$ cat config.mk
export PLATFORM = sky130hd
export DESIGN_NAME = sll_iter
export DESIGN_NICKNAME = d
export VERILOG_FILES = /design/src/rtl/sll_iter.sv
export SDC_FILE = /design/constraint.sdc
export NUM_CORES = 1
export LEC_CHECK = 0
export CAP_MARGIN = 25
export CORE_MARGIN = 3
export CORE_UTILIZATION = 54
export DETAILED_ROUTE_END_ITERATION = 12
export HOLD_SLACK_MARGIN = 0.15
export PLACE_DENSITY = 0.93
export SETUP_SLACK_MARGIN = 0.15
export SLEW_MARGIN = 20
export SYNTH_ARGS = -nofsm -noshare
export SYNTH_HDL_FRONTEND = slang
export SYNTH_SLANG_ARGS = --single-unit
$ cat constraint.sdc
create_clock -name clock -period 4.45 [get_ports clock]
set_clock_uncertainty 0.2 [all_clocks]
set_input_delay 0.89 -clock clock [delete_from_list [all_inputs] [get_ports clock]]
set_output_delay 0.89 -clock clock [all_outputs]
set_load 0.005 [all_outputs]
$ cat src/rtl/sll_iter.sv
`default_nettype none
// ============================================================================
//  Module   : sll_iter
//  Purpose  : Multi-cycle logical left shifter. One binary-weighted stage is
//             applied per clock (largest stage first), with a start/ready
//             handshake and a sticky flag for 1 bits shifted out the top.
//  Revision : 1.0 - initial release
// ============================================================================
module sll_iter #(
    parameter int DATA_WIDTH  = 32,
    parameter int SHAMT_WIDTH = 5
) (
    input  logic                   clock,
    input  logic                   reset,
    input  logic                   ctrl_start,
    input  logic [DATA_WIDTH-1:0]  data_A,
    input  logic [SHAMT_WIDTH-1:0] data_shamt,
    output logic [DATA_WIDTH-1:0]  data_result,
    output logic                   data_resultRDY,
    output logic                   busy,
    output logic                   data_lost
);

    localparam logic [1:0] c_IDLE  = 2'd0;
    localparam logic [1:0] c_SHIFT = 2'd1;
    localparam logic [1:0] c_DONE  = 2'd2;

    localparam int                 c_CNT_W = (SHAMT_WIDTH > 1) ? $clog2(SHAMT_WIDTH) : 1;
    localparam logic [c_CNT_W-1:0] c_LAST  = c_CNT_W'(SHAMT_WIDTH - 1);

    logic [1:0]             r_state;
    logic [1:0]             w_state_nxt;
    logic [c_CNT_W-1:0]     r_count;
    logic [DATA_WIDTH-1:0]  r_work;
    // Shift amount is consumed MSB-first: the register shifts left each stage
    // so the bit governing the current stage always sits at the top.
    logic [SHAMT_WIDTH-1:0] r_shamt;
    logic                   r_lost;
    logic                   r_rdy;
    logic                   r_busy;

    logic [DATA_WIDTH-1:0]  w_stage_res  [SHAMT_WIDTH];
    logic [SHAMT_WIDTH-1:0] w_stage_drop;
    logic [DATA_WIDTH-1:0]  w_sel_res;
    logic                   w_sel_drop;

    // Each stage is a fixed shift; the bits it would discard are its top bits.
    generate
        for (genvar i = 0; i < SHAMT_WIDTH; i++) begin : g_stage
            localparam int c_AMT = 2 ** (SHAMT_WIDTH - 1 - i);
            assign w_stage_res[i]  = r_work << c_AMT;
            assign w_stage_drop[i] = |r_work[DATA_WIDTH-1 -: c_AMT];
        end
    endgenerate

    // Pick the stage selected by the stage counter.
    always_comb begin
        w_sel_res  = r_work;
        w_sel_drop = 1'b0;
        for (int i = 0; i < SHAMT_WIDTH; i++) begin
            if (r_count == c_CNT_W'(i)) begin
                w_sel_res  = w_stage_res[i];
                w_sel_drop = w_stage_drop[i];
            end
        end
    end

    // Next-state logic; a start in any state (re)launches an operation.
    always_comb begin
        w_state_nxt = r_state;
        case (r_state)
            c_IDLE: begin
                if (ctrl_start) w_state_nxt = c_SHIFT;
            end
            c_SHIFT: begin
                if (ctrl_start)            w_state_nxt = c_SHIFT;
                else if (r_count == c_LAST) w_state_nxt = c_DONE;
            end
            c_DONE: begin
                w_state_nxt = ctrl_start ? c_SHIFT : c_IDLE;
            end
            default: w_state_nxt = c_IDLE;
        endcase
    end

    // State register.
    always_ff @(posedge clock) begin
        if (reset) r_state <= c_IDLE;
        else       r_state <= w_state_nxt;
    end

    // Datapath and registered status outputs.
    always_ff @(posedge clock) begin
        if (reset) begin
            r_count <= '0;
            r_work  <= '0;
            r_shamt <= '0;
            r_lost  <= 1'b0;
            r_rdy   <= 1'b0;
            r_busy  <= 1'b0;
        end else begin
            r_busy <= (w_state_nxt == c_SHIFT);
            r_rdy  <= (w_state_nxt == c_DONE);
            if (ctrl_start) begin
                r_work  <= data_A;
                r_shamt <= data_shamt;
                r_count <= '0;
                r_lost  <= 1'b0;
            end else if (r_state == c_SHIFT) begin
                if (r_shamt[SHAMT_WIDTH-1]) begin
                    r_work <= w_sel_res;
                    r_lost <= r_lost | w_sel_drop;
                end
                r_shamt <= r_shamt << 1;
                r_count <= (r_count == c_LAST) ? '0 : r_count + c_CNT_W'(1);
            end
        end
    end

    assign data_result    = r_work;
    assign data_resultRDY = r_rdy;
    assign busy           = r_busy;
    assign data_lost      = r_lost;

endmodule
`default_nettype wire

Word level (Yosys, flattened, before mapping)

Cells that the tools add are included.

Memories kept: 0
Flip-flop bits (word level): 45
Bits in latches: 0
RAM bits: 0
Word-level logic and storage cells: 50
Output and inout port bits: 35
Input bits: 40
Bits in read-only memories: 0

Bitwise logic cells: 1
Magnitude comparators: 0
Eq/ne operators: 8
Add/sub/neg operators: 1
Reductions and logical operators: 12
Divide/modulo/power cells: 0
Multiplexer cells: 21
Multiply operators: 0
Shift operators: 0

Operators with widths:

| kind                | count |
|---|---|
| $mux 32             | 8 |
| $reduce_or 16->1    | 1 |
| $mux 5              | 2 |
| $reduce_or 8->1     | 1 |
| $eq 3x2->1 const B  | 2 |
| $mux 1              | 6 |
| $mux 2              | 3 |
| $pmux 2 s3          | 1 |
| $reduce_bool 6->1   | 1 |
| $eq 2x1->1 const B  | 2 |
| $eq 2x2->1 const B  | 2 |
| $reduce_bool 2->1   | 2 |
| $reduce_or 2->1     | 2 |
| $reduce_or 4->1     | 1 |
| $add 3x1->3 const B | 1 |
| $eq 3x1->1 const B  | 1 |
| $eq 3x3->1 const B  | 1 |
| $logic_not 3->1     | 1 |
| $mux 3              | 1 |
| $reduce_and 3->1    | 1 |
| $logic_not 2->1     | 1 |
| $reduce_and 2->1    | 1 |
| $or 1x1->1          | 1 |

Longest topological paths before layout

Gate-level depths: netlist of run 1.

Depth after elaboration: 9
Gate-level depth with buffers: 10

Worst setup path before layout of run 1

OpenSTA, ideal clock, no wires.

Path kind: register -> register
From: register r_count[2]
To: register r_work[28], in the netlist data_result[28]
Cell stages (with the launch flop): 11
Slack: 2,284 ps
Clock period less this slack: 2,166 ps
Path buffers: 4
Data required time: 4,134 ps
Data arrival time: 1,850 ps
Cell sequence: dfxtp_1 > buf_2 > inv_1 > ha_1 > buf_2 > or3b_1 > buf_2 > buf_2 > nor2_1 > o311ai_1 > o211a_1

Word-level cells in the longest chain between the ends: 8
Elaborated cells on any way between the ends: 14
Classes of those cells: eq/ne: 4; mux: 7; reduce/logical: 3

RTL lines:

| item                   | line | RTL |
|---|---|---|
| from (decl)            | 33   | `logic [c_CNT_W-1:0] r_count;` |
| from (signal assigned) | 115  | `r_count <= (r_count == c_LAST) ? '0 : r_count + c_CNT_W'(1);` |
| $eq 3x1->1             | 61   | `if (r_count == c_CNT_W'(i)) begin` |
| $mux 32 (4 in a row)   | 61   |  |
| $mux 32                | 110  | `if (r_shamt[SHAMT_WIDTH-1]) begin` |
| $mux 32                | 109  | `end else if (r_state == c_SHIFT) begin` |
| $mux 32                | 104  | `if (ctrl_start) begin` |
| to (signal assigned)   | 105  | `r_work <= data_A;` |
| to (signal assigned)   | 111  | `r_work <= w_sel_res;` |
| to (decl)              | 34   | `logic [DATA_WIDTH-1:0] r_work;` |

Several ways; a longest one is shown, not always the timed one. The select of a mux whose other input is x is not followed.
A chain may end at the register's enable or synchronous reset.

Worst setup path after layout of run 1

From: register r_count[2]
To: register r_work[16], in the netlist data_result[16]

The elaborated chain is that of the path after synthesis.

==> summary.json, run 1 <==
{
  "run_status": "finished, final reports clean",
  "grtUsageTotal_pct": 29.8,
  "initial_core_util_pct": 57.7,
  "timing.rr.start": "r_count[2]$_SDFFE_PP0P_",
  "globalRoute.totalOverflow": 0,
  "comb_power_share_pct": 20.6,
  "net_switching_power_of_the_design_w": 0.000288,
  "worst_skew_pair.late_latency_ps": 310,
  "power.density_mw_per_mm2": 244,
  "ys.flop_type": "dfxtp_1",
  "worstPathArrival_ps": 3040,
  "synth_async_sr_flop_share_pct": 0,
  "rsz_0062_raised_after_global_routing": "false",
  "num_antenna_cells": 0,
  "synth.yosys.seq_area_share_pct": 29.4,
  "cts_made_buffers": 5,
  "dr.pass1.iters": 6,
  "die_w_um": 81.3,
  "critical_path.top_delay_family": "simple AND/OR/NAND/NOR gates",
  "crit_chain": "inv_1, ha_1, nor2_2, a21o_1, nand2b_1, o211a_1",
  "synth-edff-count": 0,
  "post_cts_resized": 0,
  "maximum_buffer_depth_of_the_clock_tree": 2,
  "fp.dieArea_mm2": 0.00661,
  "net_switching_fraction_of_the_power_pct": 30.5,
  "proportion_of_layout_cells_with_a_drive_suffix_above_1_pct": 4.93,
  "cts_hold_buf": 0,
  "totalWireLength_um": 9790,
  "cts_tree": "built",
  "critical-path-slowest-cell": "dfxtp_1",
  "rrSetupSlack_ps": 1410,
  "io_buffers": 74,
  "worstReg2RegEnd": "data_result[16]$_SDFFE_PP0P_",
  "cp_num_cells": 6,
  "core_region_area_mm2": 0.00530,
  "grt_antenna_before_repair": 0,
  "maxCapViolCount": 0,
  "crit_end": "data_result[16]$_SDFFE_PP0P_",
  "synth_top_area_cell": "dfxtp_1",
  "synth.area.top_cells": "dfxtp_1 (29%), nand2_1 (6.4%), o221ai_1 (6.3%), a21oi_1 (5.4%), o211a_1 (4.9%)",
  "grt_start_max_net_pins": 62,
  "clock-sinks": 45,
  "place_inst": 506,
  "power.leakage_nw": 1.57,
  "number_of_nets_produced_by_synthesis": 443,
  "drc": 0,
  "reg2reg_depth": 6,
  "avgSynthCellArea_um2": 7.69,
  "ctsHtreeMaxLevel": 2,
  "irDropWorstVdd_v": 0.000220,
  "synthesis.area_mm2": 0.00306,
  "fin_crit_ps": 3040,
  "via_count_of_the_first_global_routing_pass": 3225,
  "gp_congestion": 0.951,
  "critical_path.endpoint_type": "flop",
  "finish.cell_count_without_fillers": 516,
  "criticalPathCategory": "reg2reg",
  "critical_path_peak_fanout": 27,
  "design.portCount": 75,
  "drt-vias-per-instance": 6.76,
  "timing.hold.worst.class": "reg2reg",
  "period_utilization_pct": 68.3,
  "ys_seq_elements": 45,
  "crit_buf_inv": 1,
  "row_count": 26,
  "max_clk_rate_mhz": 329,
  "actual_transition_at_the_worst_max_transition_pin_ps": 946,
  "report.final.slew_viol_count": 0,
  "fin_tns_setup_ps": 0,
  "worst_path_clk_slew_ps": 100,
  "share_seq_of_total_power_pct": 50.8,
  "netlist_instances": 398,
  "clock_tree.root_cell": "clkbuf_8",
  "critPathLaunch": "r_count[2]$_SDFFE_PP0P_",
  "synth_cell_types": 48,
  "layout-area-overhead-vs-synth_pct": 26.3,
  "antenna_left": 0,
  "clkPwrFrac_pct": 28.6,
  "hold_viol_final": 0,
  "synth_top_area_share_pct": 29.4,
  "post_cts_buffers": 0,
  "fill_cells": 427,
  "grt_pass1_wl_um": 15600,
  "finalSetupViolCount": 0,
  "worstPathRequired_ps": 4440,
  "num-nets-final": 490,
  "drt_iter0_drc": 432,
  "setup.worst_path.start_class": "flop",
  "internal-power_w": 0.000656,
  "detailed_place_hpwl_um": 6450,
  "avgRoutedWirePerCell_um": 19.0,
  "critical_path.max_stage_delay_ps": 520,
  "detailroute.via_count": 3486,
  "slew_headroom_pct": 36.9,
  "synth-warning-count": 0,
  "die_h_um": 81.3
}
## cells in the final DEF, fill, tap and decap left out, types with 6 or more instances in the layout
cell,Yosys,final
inv_1,19,19
nand2_1,52,52
nor3_1,26,26
a221oi_1,6,6
dfxtp_1,45,45
o311ai_1,15,15
clkdlybuf4s50_1,0,73
nand3b_1,18,18
o221ai_1,22,22
a211oi_1,8,8
nand3_1,9,9
a21oi_1,33,33
nor2_1,30,30
or4b_1,8,8
o211a_1,15,15
## registers in the layout, summed over array words and instances, names as in the netlist
name,cells
data_resultRDY,1
r_shamt,5
data_lost,1
r_state,2
data_result,32
busy,1
r_count,3
## cell usage after synthesis (2+ instances only)
| master | number |
|---|---|
| nand3_1 | 9 |
| nor3_1 | 26 |
| dfxtp_1 | 45 |
| a21oi_1 | 33 |
| o221ai_1 | 22 |
| nor4_1 | 2 |
| buf_2 | 16 |
| clkbuf_1 | 22 |
| and3_1 | 2 |
| o311ai_1 | 15 |
| nand2_1 | 52 |
| a211oi_1 | 8 |
| o211ai_1 | 2 |
| a221oi_1 | 6 |
| mux2_1 | 3 |
| nor2b_1 | 2 |
| a211oi_2 | 2 |
| o32ai_1 | 2 |
| mux2i_1 | 4 |
| ha_1 | 5 |
| o21ai_0 | 2 |
| inv_1 | 19 |
| o31a_1 | 4 |
| nand2b_1 | 4 |
| nor2_1 | 30 |
| or4b_1 | 8 |
| nand3b_1 | 18 |
| o211a_1 | 15 |
## cell type report
cell class	instances	area, um^2	area share, %
Multi-Input combinational cell	293	1910	49.3
Sequential cell	45	901	23.3
Timing Repair Buffer	80	801	20.7
Tap cell	70	87.6	2.27
Inverter	20	75.1	1.94
Clock buffer	5	68.8	1.78
Clock inverter	3	26.3	0.680
## how the worst min path moves through the flow
stage | start | endpoint | slack (ps) | cells after the start
after floorplan | r_shamt[0]$_SDFFE_PP0P_ | r_shamt[0]$_SDFFE_PP0P_ | 260 | 2
after global placement | r_shamt[0]$_SDFFE_PP0P_ | r_shamt[0]$_SDFFE_PP0P_ | 270 | 2
after detailed placement | r_shamt[0]$_SDFFE_PP0P_ | r_shamt[0]$_SDFFE_PP0P_ | 290 | 2
after CTS | r_shamt[0]$_SDFFE_PP0P_ | r_shamt[0]$_SDFFE_PP0P_ | 300 | 2
after global routing | r_shamt[0]$_SDFFE_PP0P_ | r_shamt[0]$_SDFFE_PP0P_ | 330 | 2
final | r_shamt[0]$_SDFFE_PP0P_ | r_shamt[0]$_SDFFE_PP0P_ | 300 | 2
## tightest hold or removal path: stages, from the launching register on
cell and delay [ps]:
dfxtp_1 330, nand3b_1 80, a21oi_1 60
## power groups by stage
stage / logic (W) / registers [W] / clock network [W]
finish: 0.000194 / 0.000479 / 0.000270
global route: 0.000211 / 0.000481 / 0.000295
CTS: 0.000190 / 0.000476 / 0.000273
detailed placement: 0.000189 / 0.000485 / 0
global placement: 0.000183 / 0.000483 / 0
floorplan: 0.0000943 / 0.000469 / 0
## stage by stage
step	cell area (um^2)	total power (W)	utilization (%)	hold WS (ps)	worst slack, ps
after global placement	3740	0.000667	70.5	274	1430
after global routing	3870	0.000986	72.9	331	1250
after detailed placement	3740	0.000674	70.5	288	1380
final	3870	0.000943	72.9	300	1410
after floorplan	3060	0.000563	-	262	2280
after CTS	3830	0.000939	72.3	304	1360
## logic make-up after synthesis
| logic type | count (synthesis) | share of synthesized area [%] |
|---|---|---|
| AOI/OAI and AO/OA | 119 | 30.7 |
| muxes | 8 | 2.78 |
| buffers and inverters | 60 | 8.26 |
| DFF | 45 | 29.4 |
| and+or+nand+nor | 161 | 26.8 |
| adders and majority gates | 5 | 2.04 |
## routing by layer
metal	track usage [%]	routed length (um)
met5	0	0
met4	13.3	404
met3	5.54	1030
met2	48.9	4580
met1	37.9	3770
(Power assumes the default switching activity.)
==> run 2: changes to the inputs <==
CORE_UTILIZATION = 50   (was 54)
PLACE_DENSITY = 0.88   (was 0.93)
clock period = 2.8 ns   (was 4.45 ns; I/O delays follow)
==> summary.json, run 2 (synthesized netlist as in run 1, its figures left out) <==
{
  "design.portCount": {"value": 75, "change": "unchanged"},
  "final_cell_mix": "clkdlybuf4s50_1 (73), nand2_1 (52), dfxtp_1 (44), a21oi_1 (33), nor2_1 (30)",
  "drt-vias-per-instance": {"value": 6.50, "change": "-3.8%"},
  "die_h": {"value": 84.2, "unit": "um", "change": "+3.6%"},
  "critical_path_peak_fanout": {"value": 25, "change": "-7.4%"},
  "share_seq_of_total_power": {"value": 50.6, "unit": "%", "change": "-0.2 points"},
  "clock-sinks": {"value": 45, "change": "unchanged"},
  "timing.rr.start": "r_count[0]$_SDFFE_PP0P_",
  "max_clk_rate": {"value": 397, "unit": "MHz", "change": "+21%"},
  "cts_tree": "built",
  "cts_made_buffers": {"value": 5, "change": "unchanged"},
  "max_reg_flops": {"value": 32, "change": "unchanged"},
  "io_buffers": {"value": 74, "change": "unchanged"},
  "clock_tree.root_cell": "clkbuf_8",
  "totalWireLength": {"value": 9400, "unit": "um", "change": "-3.9%"},
  "dr.pass1.iters": {"value": 5, "change": "-1"},
  "comb_power_share": {"value": 20.3, "unit": "%", "change": "-0.3 points"},
  "worstReg2RegEnd": "data_result[24]$_SDFFE_PP0P_",
  "utilization": {"value": 68.7, "unit": "%", "change": "-4.3 points"},
  "maximum_buffer_depth_of_the_clock_tree": {"value": 2, "change": "unchanged"},
  "antenna_left": {"value": 0, "change": "unchanged"},
  "rsz_0062_raised_after_global_routing": "false",
  "num_antenna_cells": {"value": 0, "change": "unchanged"},
  "row_count": {"value": 27, "change": "+3.8%"},
  "core_region_area": {"value": 0.00571, "unit": "mm^2", "change": "+7.7%"},
  "period_utilization": {"value": 89.9, "unit": "%", "change": "+22 points"},
  "power.leakage": {"value": 1.60, "unit": "nW", "change": "+2.3%"},
  "net_switching_power_of_the_design": {"value": 0.000455, "unit": "W", "change": "+58%"},
  "rrSetupSlack": {"value": 280, "unit": "ps", "change": "-1130 ps"},
  "actual_transition_at_the_worst_max_transition_pin": {"value": 607, "unit": "ps", "change": "-339 ps"},
  "min_delay_path_depth": {"value": 2, "change": "unchanged"},
  "globalRoute.totalOverflow": {"value": 0, "change": "unchanged"},
  "place_inst": {"value": 519, "change": "+2.6%"},
  "proportion_of_layout_cells_with_a_drive_suffix_above_1": {"value": 7.25, "unit": "%", "change": "+2.3 points"},
  "fin_crit": {"value": 2520, "unit": "ps", "change": "-524 ps"},
  "grt_pass1_wl": {"value": 15900, "unit": "um", "change": "+2.3%"},
  "ctsHtreeMaxLevel": {"value": 2, "change": "unchanged"},
  "initial_core_util": {"value": 53.6, "unit": "%", "change": "-4.1 points"},
  "finalSetupViolCount": {"value": 0, "change": "unchanged"},
  "drt_iter0_drc": {"value": 413, "change": "-4.4%"},
  "hold-path-endpoint": "r_shamt[0]$_SDFFE_PP0P_",
  "report.final.slew_viol_count": {"value": 0, "change": "unchanged"},
  "via_count_of_the_first_global_routing_pass": {"value": 3141, "change": "-2.6%"},
  "clkPwrFrac": {"value": 29.1, "unit": "%", "change": "+0.5 points"},
  "slew_headroom": {"value": 59.5, "unit": "%", "change": "+23 points"},
  "worst_hold_launch": "r_shamt[0]$_SDFFE_PP0P_",
  "worst_path_clk_slew": {"value": 100, "unit": "ps", "change": "about the same"},
  "reg2reg_depth": {"value": 7, "change": "+1"},
  "fp.dieArea": {"value": 0.00710, "unit": "mm^2", "change": "+7.4%"},
  "power.density": {"value": 382, "unit": "mW/mm^2", "change": "+57%"},
  "gp_congestion": {"value": 0.929, "change": "-2.3%"},
  "net_switching_fraction_of_the_power": {"value": 30.4, "unit": "%", "change": "-0.12 points"},
  "layout-area-overhead-vs-synth_pct": 28.1,
  "worst_skew_pair.late_latency": {"value": 310, "unit": "ps", "change": "about the same"},
  "critical_path.endpoint_type": "flop",
  "timing.hold.worst.class": "reg2reg",
  "detailroute.via_count": {"value": 3424, "change": "-1.8%"},
  "internal-power": {"value": 0.00104, "unit": "W", "change": "+59%"},
  "detailed_place_hpwl": {"value": 6650, "unit": "um", "change": "+3.2%"},
  "fill_cells": {"value": 486, "change": "+14%"},
  "grtUsageTotal": {"value": 27.0, "unit": "%", "change": "-2.8 points"},
  "drc": {"value": 0, "change": "unchanged"},
  "criticalPathCategory": "reg2reg",
  "die_w": {"value": 84.2, "unit": "um", "change": "+3.6%"},
  "final_common_cell": "clkdlybuf4s50_1",
  "worstPathArrival": {"value": 2580, "unit": "ps", "change": "-460 ps"},
  "fin_tns_setup": {"value": 0, "unit": "ps", "change": "unchanged"},
  "irDropWorstVdd": {"value": 0.000259, "unit": "V", "change": "+18%"},
  "worstPathRequired": {"value": 2860, "unit": "ps", "change": "-1580 ps"},
  "grt_start_max_net_pins": {"value": 47, "change": "-24%"},
  "run_status": "finished, final reports clean",
  "maxCapViolCount": {"value": 0, "change": "unchanged"},
  "num-nets-final": {"value": 499, "change": "+1.8%"},
  "setup.worst_path.start_class": "flop",
  "hold_viol_final": {"value": 0, "change": "unchanged"},
  "finish.cell_count_without_fillers": {"value": 527, "change": "+2.1%"},
  "avgRoutedWirePerCell": {"value": 17.8, "unit": "um", "change": "-5.9%"},
  "grt_antenna_before_repair": {"value": 0, "change": "unchanged"}
}
==> run 2: worst max path at each step <==
stage / to / start / cells after the start
2_1_floorplan: data_result[28]$_SDFFE_PP0P_ / r_count[2]$_SDFFE_PP0P_ / 10
3_3_place_gp: data_result[17]$_SDFFE_PP0P_ / r_count[2]$_SDFFE_PP0P_ / 6
3_5_place_dp: data_result[24]$_SDFFE_PP0P_ / r_count[2]$_SDFFE_PP0P_ / 6
4_1_cts: data_result[24]$_SDFFE_PP0P_ / r_count[2]$_SDFFE_PP0P_ / 6
5_1_grt: data_result[22]$_SDFFE_PP0P_ / r_count[1]$_SDFFE_PP0P_ / 7
6_report: data_result[24]$_SDFFE_PP0P_ / r_count[0]$_SDFFE_PP0P_ / 7
==> run 2: worst max-delay path: stages (launching register included) <==
cell and delay, ps:
dfxtp_1 390, ha_1 170, ha_1 170, buf_4 270, or3b_1 540, nor2_1 80
o311ai_1 430, o211a_1 210
==> run 2: routing by layer <==
metal,part of all wire [%],track usage (%),up-vias
li1,-,-,1601
met1,41,36.5,1580
met2,45,42.5,215
met3,12,5.89,28
met4,2.4,9.36,0
met5,0,0,-
==> run 2: through the flow <==
step                      total power (W)  hold WS (ps)  area [um^2]  setup WS (ps)
after floorplan                  0.000895           262         3060            634
after global placement            0.00107           271         3820            420
after detailed placement          0.00107           283         3820            320
after CTS                         0.00151           298         3920            285
after global routing              0.00157           332         3920            155
final                             0.00150           295         3920            283
==> run 2: layout make-up <==
class | instances | area (um^2) | share of cell area (%)
clock buffers | 5 | 68.8 | 1.76
clock inverters | 3 | 25.0 | 0.638
inverters | 20 | 75.1 | 1.92
multi-input cells | 293 | 1910 | 48.7
flip-flops and latches | 45 | 902 | 23.0
well taps | 72 | 90.1 | 2.30
repair buffers | 89 | 848 | 21.6
==> run 2: power groups by stage <==
| stage | Clock, W | Combinational (W) | Sequential (W) |
|---|---|---|---|
| 3_5_place_dp | 0 | 0.000303 | 0.000769 |
| 5_1_grt | 0.000473 | 0.000333 | 0.000764 |
| 2_1_floorplan | 0 | 0.000150 | 0.000745 |
| 3_3_place_gp | 0 | 0.000297 | 0.000769 |
| 6_report | 0.000436 | 0.000305 | 0.000758 |
| 4_1_cts | 0.000449 | 0.000305 | 0.000755 |
==> run 2: timing repair <==
action	4_1_cts	5_1_grt
resized for setup	0	2
endpoints found under the setup margin	0	16
setup buffers	0	0
hold buffers	0	0
==> run 3: changes to the inputs <==
CAP_MARGIN = unset   (was 25)
==> results of run 3 <==
Same layout as run 2: the final DEF is identical, and so are final timing and power.
